--- config.mk ---
export PLATFORM = sky130hd
export DESIGN_NAME = fifo_uart_tx
export DESIGN_NICKNAME = d
export VERILOG_FILES = /design/src/rtl/fifo_uart_tx_pkg.sv /design/src/rtl/fifo_uart_tx_baud_gen.sv /design/src/rtl/fifo_uart_tx.sv
export SDC_FILE = /design/constraint.sdc
export NUM_CORES = 1
export LEC_CHECK = 0
export CAP_MARGIN = 5
export CORE_MARGIN = 5
export CORE_UTILIZATION = 40
export CTS_BUF_LIST = sky130_fd_sc_hd__clkbuf_4 sky130_fd_sc_hd__clkbuf_8
export CTS_CLUSTER_SIZE = 20
export DETAILED_ROUTE_END_ITERATION = 16
export PLACE_DENSITY = 0.61
export SYNTH_ARGS = -nofsm -noshare
export SYNTH_HDL_FRONTEND = slang
export SYNTH_SLANG_ARGS = --single-unit
--- constraint.sdc ---
create_clock -name clk -period 2.4 [get_ports clk]
set_input_delay 0.72 -clock clk [delete_from_list [all_inputs] [get_ports clk]]
set_output_delay 0.72 -clock clk [all_outputs]
set_load 0.05 [all_outputs]
--- src/rtl/fifo_uart_tx_pkg.sv ---
// rtl/fifo_uart_tx_pkg.sv - shared state encodings and parity modes for the FIFO-fed UART transmitter
package fifo_uart_tx_pkg;

  // Transmitter FSM states (3-bit encoding kept stable for legacy users)
  localparam logic [2:0] S_IDLE   = 3'd0;
  localparam logic [2:0] S_FETCH  = 3'd1;
  localparam logic [2:0] S_LOAD   = 3'd2;
  localparam logic [2:0] S_START  = 3'd3;
  localparam logic [2:0] S_DATA   = 3'd4;
  localparam logic [2:0] S_PARITY = 3'd5;
  localparam logic [2:0] S_STOP   = 3'd6;

  // Parity modes selected by the PARITY parameter
  localparam int PAR_NONE = 0;
  localparam int PAR_EVEN = 1;
  localparam int PAR_ODD  = 2;

endpackage

--- src/rtl/fifo_uart_tx_baud_gen.sv ---
// rtl/fifo_uart_tx_baud_gen.sv - bit-period divider with synchronous restart and one-cycle tick
module uart_baud_gen #(
  parameter int CLKS_PER_BIT = 16
) (
  input  logic clk,
  input  logic rst,
  input  logic clear,
  output logic tick
);

  localparam logic [15:0] LAST_CNT = 16'(CLKS_PER_BIT - 1);

  logic [15:0] cnt;

  // Count 0..CLKS_PER_BIT-1 and wrap; clear pins the count at 0 so the first bit is full length
  always_ff @(posedge clk or negedge rst) begin
    if (!rst) begin
      cnt <= '0;
    end else if (clear || cnt == LAST_CNT) begin
      cnt <= '0;
    end else begin
      cnt <= cnt + 16'd1;
    end
  end

  // Tick marks the last cycle of a bit period; suppressed while held in clear
  assign tick = !clear && (cnt == LAST_CNT);

endmodule

--- src/rtl/fifo_uart_tx.sv ---
// rtl/fifo_uart_tx.sv - pops one word per frame from a synchronous FIFO and shifts it out as UART
module fifo_uart_tx
  import fifo_uart_tx_pkg::*;
#(
  parameter int DATA_WIDTH   = 8,
  parameter int CLKS_PER_BIT = 16,
  parameter int PARITY       = 0,
  parameter int STOP_BITS    = 1
) (
  input  logic                  clk,
  input  logic                  rst,
  input  logic                  fifo_empty,
  input  logic [DATA_WIDTH-1:0] fifo_data,
  output logic                  fifo_re,
  output logic                  tx,
  output logic                  busy
);

  localparam int IDX_W = $clog2(DATA_WIDTH + 1);
  localparam logic [IDX_W-1:0] LAST_BIT  = IDX_W'(DATA_WIDTH - 1);
  localparam logic [IDX_W-1:0] LAST_STOP = IDX_W'(STOP_BITS - 1);
  localparam logic             ODD_INV   = (PARITY == PAR_ODD);

  logic [2:0]            state;
  logic [DATA_WIDTH-1:0] shift;
  logic [DATA_WIDTH-1:0] shift_nx;
  logic                  par_bit;
  logic [IDX_W-1:0]      bit_idx;
  logic                  tick;
  logic                  baud_clear;

  assign shift_nx = shift >> 1;

  // Bit timing only runs once the frame starts, so START always gets a full period
  assign baud_clear = (state == S_IDLE) || (state == S_FETCH) || (state == S_LOAD);

  uart_baud_gen #(
    .CLKS_PER_BIT(CLKS_PER_BIT)
  ) u_baud (
    .clk  (clk),
    .rst  (rst),
    .clear(baud_clear),
    .tick (tick)
  );

  // Frame FSM: every output is registered; bit_idx counts data bits, then stop bits
  always_ff @(posedge clk or negedge rst) begin
    if (!rst) begin
      state   <= S_IDLE;
      shift   <= '0;
      par_bit <= 1'b0;
      bit_idx <= '0;
      tx      <= 1'b1;
      fifo_re <= 1'b0;
      busy    <= 1'b0;
    end else begin
      fifo_re <= 1'b0;
      case (state)
        S_IDLE: begin
          tx   <= 1'b1;
          busy <= 1'b0;
          if (!fifo_empty) begin
            state   <= S_FETCH;
            fifo_re <= 1'b1;
            busy    <= 1'b1;
          end
        end
        S_FETCH: begin
          state <= S_LOAD;
        end
        S_LOAD: begin
          shift   <= fifo_data;
          par_bit <= (^fifo_data) ^ ODD_INV;
          bit_idx <= '0;
          tx      <= 1'b0;
          state   <= S_START;
        end
        S_START: begin
          if (tick) begin
            tx    <= shift[0];
            state <= S_DATA;
          end
        end
        S_DATA: begin
          if (tick) begin
            if (bit_idx == LAST_BIT) begin
              bit_idx <= '0;
              if (PARITY != PAR_NONE) begin
                tx    <= par_bit;
                state <= S_PARITY;
              end else begin
                tx    <= 1'b1;
                state <= S_STOP;
              end
            end else begin
              bit_idx <= bit_idx + 1'b1;
              shift   <= shift_nx;
              tx      <= shift_nx[0];
            end
          end
        end
        S_PARITY: begin
          if (tick) begin
            tx    <= 1'b1;
            state <= S_STOP;
          end
        end
        S_STOP: begin
          if (tick) begin
            if (bit_idx == LAST_STOP) begin
              state <= S_IDLE;
              busy  <= 1'b0;
            end else begin
              bit_idx <= bit_idx + 1'b1;
            end
          end
        end
        default: begin
          state <= S_IDLE;
          tx    <= 1'b1;
          busy  <= 1'b0;
        end
      endcase
    end
  end

endmodule
=== Word level (Yosys, flattened, before mapping) ===
Index checks and enable logic that the tools add are counted.

* Output and inout port bits: 3
* Logic and storage cells: 71
* Input port bits: 11
* Register bits after elaboration: 34

* Mux-type cells: 27
* Add/subtract/negate cells: 2
* Equal/unequal tests: 17
* Reductions and logical operators: 16
* Bitwise logic cells: 2

{| class="wikitable"
|+ Operators by type and width
! cell !! count
|-
| $mux W3 || 7
|-
| $pmux W3 S7 || 1
|-
| $ne A2 B2 Y1 const B || 9
|-
| $add A16 B1 Y16 const B || 1
|-
| $eq A16 B4 Y1 const B || 1
|-
| $mux W16 || 1
|-
| $mux W4 || 4
|-
| $mux W8 || 2
|-
| $pmux W8 S2 || 1
|-
| $pmux W4 S3 || 1
|-
| $eq A3 B3 Y1 const B || 3
|-
| $mux W1 || 8
|-
| $reduce_and A4 Y1 || 2
|-
| $reduce_and A7 Y1 || 1
|-
| $eq A3 B2 Y1 const B || 2
|-
| $reduce_and A3 Y1 || 2
|-
| $pmux W1 S5 || 1
|-
| $reduce_or A5 Y1 || 1
|-
| $add A4 B1 Y4 const B || 1
|-
| $eq A4 B3 Y1 const B || 1
|-
| $logic_not A4 Y1 || 1
|-
| $eq A3 B1 Y1 const B || 1
|-
| $logic_not A3 Y1 || 1
|-
| $logic_or A1 B1 Y1 || 3
|-
| 7 further kinds || 8
|}

=== Logic depth before layout (Yosys ltp) ===
* Depth after elaboration: 7
* Mapped depth: 7
* Mapped depth without buffers: 6

=== Hierarchy ===
A second synthesis with hierarchy kept.

* Cell total of the unflattened synthesis: 185
* Area total of the unflattened synthesis: 1929.4 sq um

{| class="wikitable"
|+ By module, submodules not included
! module !! instances !! area each (sq um) !! seq. area each (sq um) !! cells each
|-
| fifo_uart_tx || 1 || 1092.3 || 451.7 || 102
|-
| uart_baud_gen || 1 || 837.1 || 400.4 || 83
|}

=== Least setup slack after synthesis ===
Ideal clock, no wire load.

* Path kind: reg-to-reg
* Start point: register u_baud.cnt[0]
* End point: register shift[0]
* Path buffers: 1
* Clock period less this slack: 1.765 ns
* Setup time: 0.125 ns
* Arrival time: 1.640 ns
* Cell stages (with the launch flop): 7
* Slack: 0.635 ns
* Data required time: 2.275 ns
* Path through: dfrtp_1 ha_1 and3_1 clkbuf_2 nand4_4 o21ai_4 mux2_2

* Word-level cells in the longest chain between the ends: 4

{| class="wikitable"
|+ Ends and longest elaborated chain
! item !! line !! RTL
|-
| from (decl) || fifo_uart_tx_baud_gen.sv:13 || <nowiki>logic [15:0] cnt;</nowiki>
|-
| from (signal assigned) || fifo_uart_tx_baud_gen.sv:22 || <nowiki>cnt <= cnt + 16'd1;</nowiki>
|-
| $eq A16 B4 Y1 || fifo_uart_tx_baud_gen.sv:27 || <nowiki>assign tick = !clear && (cnt == LAST_CNT);</nowiki>
|-
| $logic_and A1 B1 Y1 || fifo_uart_tx_baud_gen.sv:27 ||
|-
| $ne A2 B2 Y1 (no source line) || n/a ||
|-
| $reduce_and A3 Y1 (no source line) || n/a ||
|-
| to (signal assigned) || fifo_uart_tx.sv:72 || <nowiki>shift <= fifo_data;</nowiki>
|-
| to (signal assigned) || fifo_uart_tx.sv:97 || <nowiki>shift <= shift_nx;</nowiki>
|-
| to (decl) || fifo_uart_tx.sv:25 || <nowiki>logic [DATA_WIDTH-1:0] shift;</nowiki>
|}

Every way passes these cells.
A chain may end at the register's enable or synchronous reset.

=== Worst setup path after layout ===
* Start point: register busy
* End point: output busy

{| class="wikitable"
|+ RTL lines
! item !! line !! RTL
|-
| from (decl) || fifo_uart_tx.sv:16 || <nowiki>output logic busy</nowiki>
|-
| from (signal assigned) || fifo_uart_tx.sv:55 || <nowiki>busy <= 1'b0;</nowiki>
|-
| from (signal assigned) || fifo_uart_tx.sv:61 || <nowiki>busy <= 1'b0;</nowiki>
|-
| from (signal assigned) || fifo_uart_tx.sv:65 || <nowiki>busy <= 1'b1;</nowiki>
|}

No word-level cell between the ends.

==> results_dict.tcl <==
set metrics [dict create \
    status "completed" \
    relSlewSlack 0.621 \
    fmax_mhz 455 \
    antenna_found_initial 0 \
    fin_nets 220 \
    hold_viol_final 0 \
    dieArea_um2 6330 \
    n_antenna_cell 0 \
    cts_resized 0 \
    hold_slack_ns 0.460 \
    post_cts_buffers 0 \
    tightestPinTransition_ns 0.565 \
    dp_cells 266 \
    rsz0062_at_grt "false" \
    drive_gt1_frac 0.203 \
    path_buf_inv 1 \
    first_pass_iters 4 \
    antenna_left 0 \
    drcViolationCount 0 \
    finalMaxSlewViolations 0 \
    hold_buffers 0 \
    yosysWarnings 0 \
    min_path_cells 1 \
    initial_utilization 0.410 \
    grt_pass1_vias 1482 \
    ir_worst_vdd_uv 351 \
    yosys_most_used_dff "dfrtp_1" \
    drt_wl_total_um 3690 \
    worstSetupPathType "flip-flop to primary output" \
    synth_edf_count 0 \
    worst_slack_ns 0.202 \
    max_cap_violations 0 \
    r2r_cells 5 \
    fin_crit_sh 0.916 \
    gp_congestion 0.792 \
    yosysUniqueCellTypes 49 \
    synth.top_cell.area_share 0.426 \
    synth_nets 203 \
    async_reset_ff_frac 1.00 \
    synth_seq_area_share 0.440 \
    synth_seq_cells 34 \
    dpl.hpwl_um 2590 \
    total_power_w 0.00108 \
    overflow 0 \
    p_leak_nw 0.894 \
    cpPeakStageDelay_ns 0.81 \
    cts_buffers 5 \
    io_pins 14 \
    setup_viol 0 \
    hp-class "flip-flop to flip-flop" \
    core-area_um2 4720 \
    area_delta_synth_final_pct 15.4 \
    wl_per_cell_um 13.5 \
    cp-start-kind "flip-flop" \
    crit_family "buffers and inverters" \
    drtIter0Drc 72 \
    dp_slack_ns 0.443 \
    synth_area_leaders "dfrtp_1 (43%), mux2_2 (8.1%), xnor2_1 (4.5%)" \
    setup_tns_ns 0 \
    worstPathRequired_ns 1.68 \
    clk_latency_ns 0.30 \
    syn_inst 189 \
    finalNonFillerCells 274 \
    vias_per_cell 5.16 \
    critPathSlowestCell "clkdlybuf4s50_1" \
    cp-end-kind "primary output" \
    grt_use_total 0.133 \
    synth_top_area_cell "dfrtp_1" \
    syn_area_um2 1940 \
    path_cells "clkdlybuf4s50_1" \
    io_buffers 13 \
    htreeDepth 2 \
    die_w_um 79.6 \
    clk_pin_slew_ns 0.08 \
    rows 25 \
    path_depth 1 \
    num_vias 1413 \
    grt_pass1_wl_um 6580 \
    cts_tree "done" \
    grt_max_degree 35 \
    die_h_um 79.6 \
    root_buffer "clkbuf_8" \
    postSynthAreaPerCell_um2 10.2 \
    clock-skew-final_ns 0.0108 \
    arrival_ns 1.48 \
    powerDensity_nw_per_um2 484 \
    period_needed_ns 2.20 \
    crit_fanout 3 \
    clkSinkCount 34 \
    clockBufferDepth 2 \
]
## report_power, final
| part | switching [W] | total [W] | internal, W |
|---|---|---|---|
| registers | 0.00000379 | 0.000584 | 0.000580 |
| clock network | 0.000223 | 0.000453 | 0.000231 |
| logic | 0.0000205 | 0.0000458 | 0.0000253 |
| total | 0.000247 | 0.00108 | 0.000836 |
## cells by family after synthesis
logic type / synth area share
mux: 0.0917
flops: 0.440
buf+inv: 0.0484
compound gates: 0.110
fa+ha+maj: 0.0194
xor+xnor: 0.0543
simple gates: 0.236
## cells in the final DEF, fill, tap and decap left out, types with 2 or more instances in the layout
cell type        instances
o211ai_1                 4
o22ai_1                  3
nand2b_1                 3
nand4_1                  4
nor2_1                  19
mux2i_1                  2
nor3_1                   4
ha_1                     3
and3_1                   2
inv_1                   13
nor4_4                   3
dfrtp_1                 33
a21o_1                   2
nor4_1                   7
nand3_1                  8
xor2_1                   2
o21ai_0                  4
buf_4                    6
xnor2_1                 10
mux2_2                  14
nand2_1                 12
clkdlybuf4s50_1         12
a31o_2                   2
a21oi_1                  5
clkbuf_8                 6
## state kept, by name, summed over array words and instances (netlist names)
name,flops
bit_idx,4
busy,1
fifo_re,1
shift,8
state,3
tx,1
u_baud.cnt,16
## through the flow
| step | util | area [um^2] |
|---|---|---|
| floorplan | - | 1940 |
| global placement | 0.453 | 2140 |
| detailed placement | 0.453 | 2140 |
| CTS | 0.473 | 2240 |
| global route | 0.473 | 2240 |
| finish | 0.473 | 2240 |
## cells in the mapped netlist (3+ instances only)
| cell | instances |
|---|---|
| a21oi_1 | 5 |
| clkbuf_1 | 3 |
| dfrtp_1 | 33 |
| ha_1 | 3 |
| inv_1 | 13 |
| mux2_2 | 14 |
| nand2_1 | 12 |
| nand2b_1 | 3 |
| nand3_1 | 8 |
| nand4_1 | 4 |
| nor2_1 | 19 |
| nor3_1 | 4 |
| nor4_1 | 7 |
| nor4_4 | 3 |
| o211ai_1 | 4 |
| o21ai_0 | 4 |
| o22ai_1 | 3 |
| xnor2_1 | 10 |
## final cells by class
class	count	area (um^2)
Multi-Input combinational cell	134	991
Clock buffer	6	82.6
Inverter	13	48.8
Sequential cell	34	852
Timing Repair Buffer	18	165
Tap cell	67	83.8
Clock inverter	2	12.5
Fill cell	456	2490
## path summary, 6_finish.rpt
path	from	to	slack, ns
worst max-delay path	busy$_DFFE_PN0P_	busy	0.20
worst min-delay path	u_baud.cnt[0]$_DFF_PN0_	u_baud.cnt[0]$_DFF_PN0_	0.46
worst max register to register	u_baud.cnt[1]$_DFF_PN0_	shift[2]$_DFFE_PN0P_	0.44
worst min register to register	u_baud.cnt[0]$_DFF_PN0_	u_baud.cnt[0]$_DFF_PN0_	0.46
max in group asynchronous	rst	tx$_DFFE_PN1P_	1.23
min in group asynchronous	rst	fifo_re$_DFF_PN0_	0.83
## routing by layer
metal	vias up	routed length, um	GRT usage
met4	0	69	0.0619
li1	705	-	-
met3	6	197	0.0372
met5	-	0	0
met2	25	1730	0.221
met1	677	1690	0.159
No activity file was read; power rests on OpenSTA's default activity.
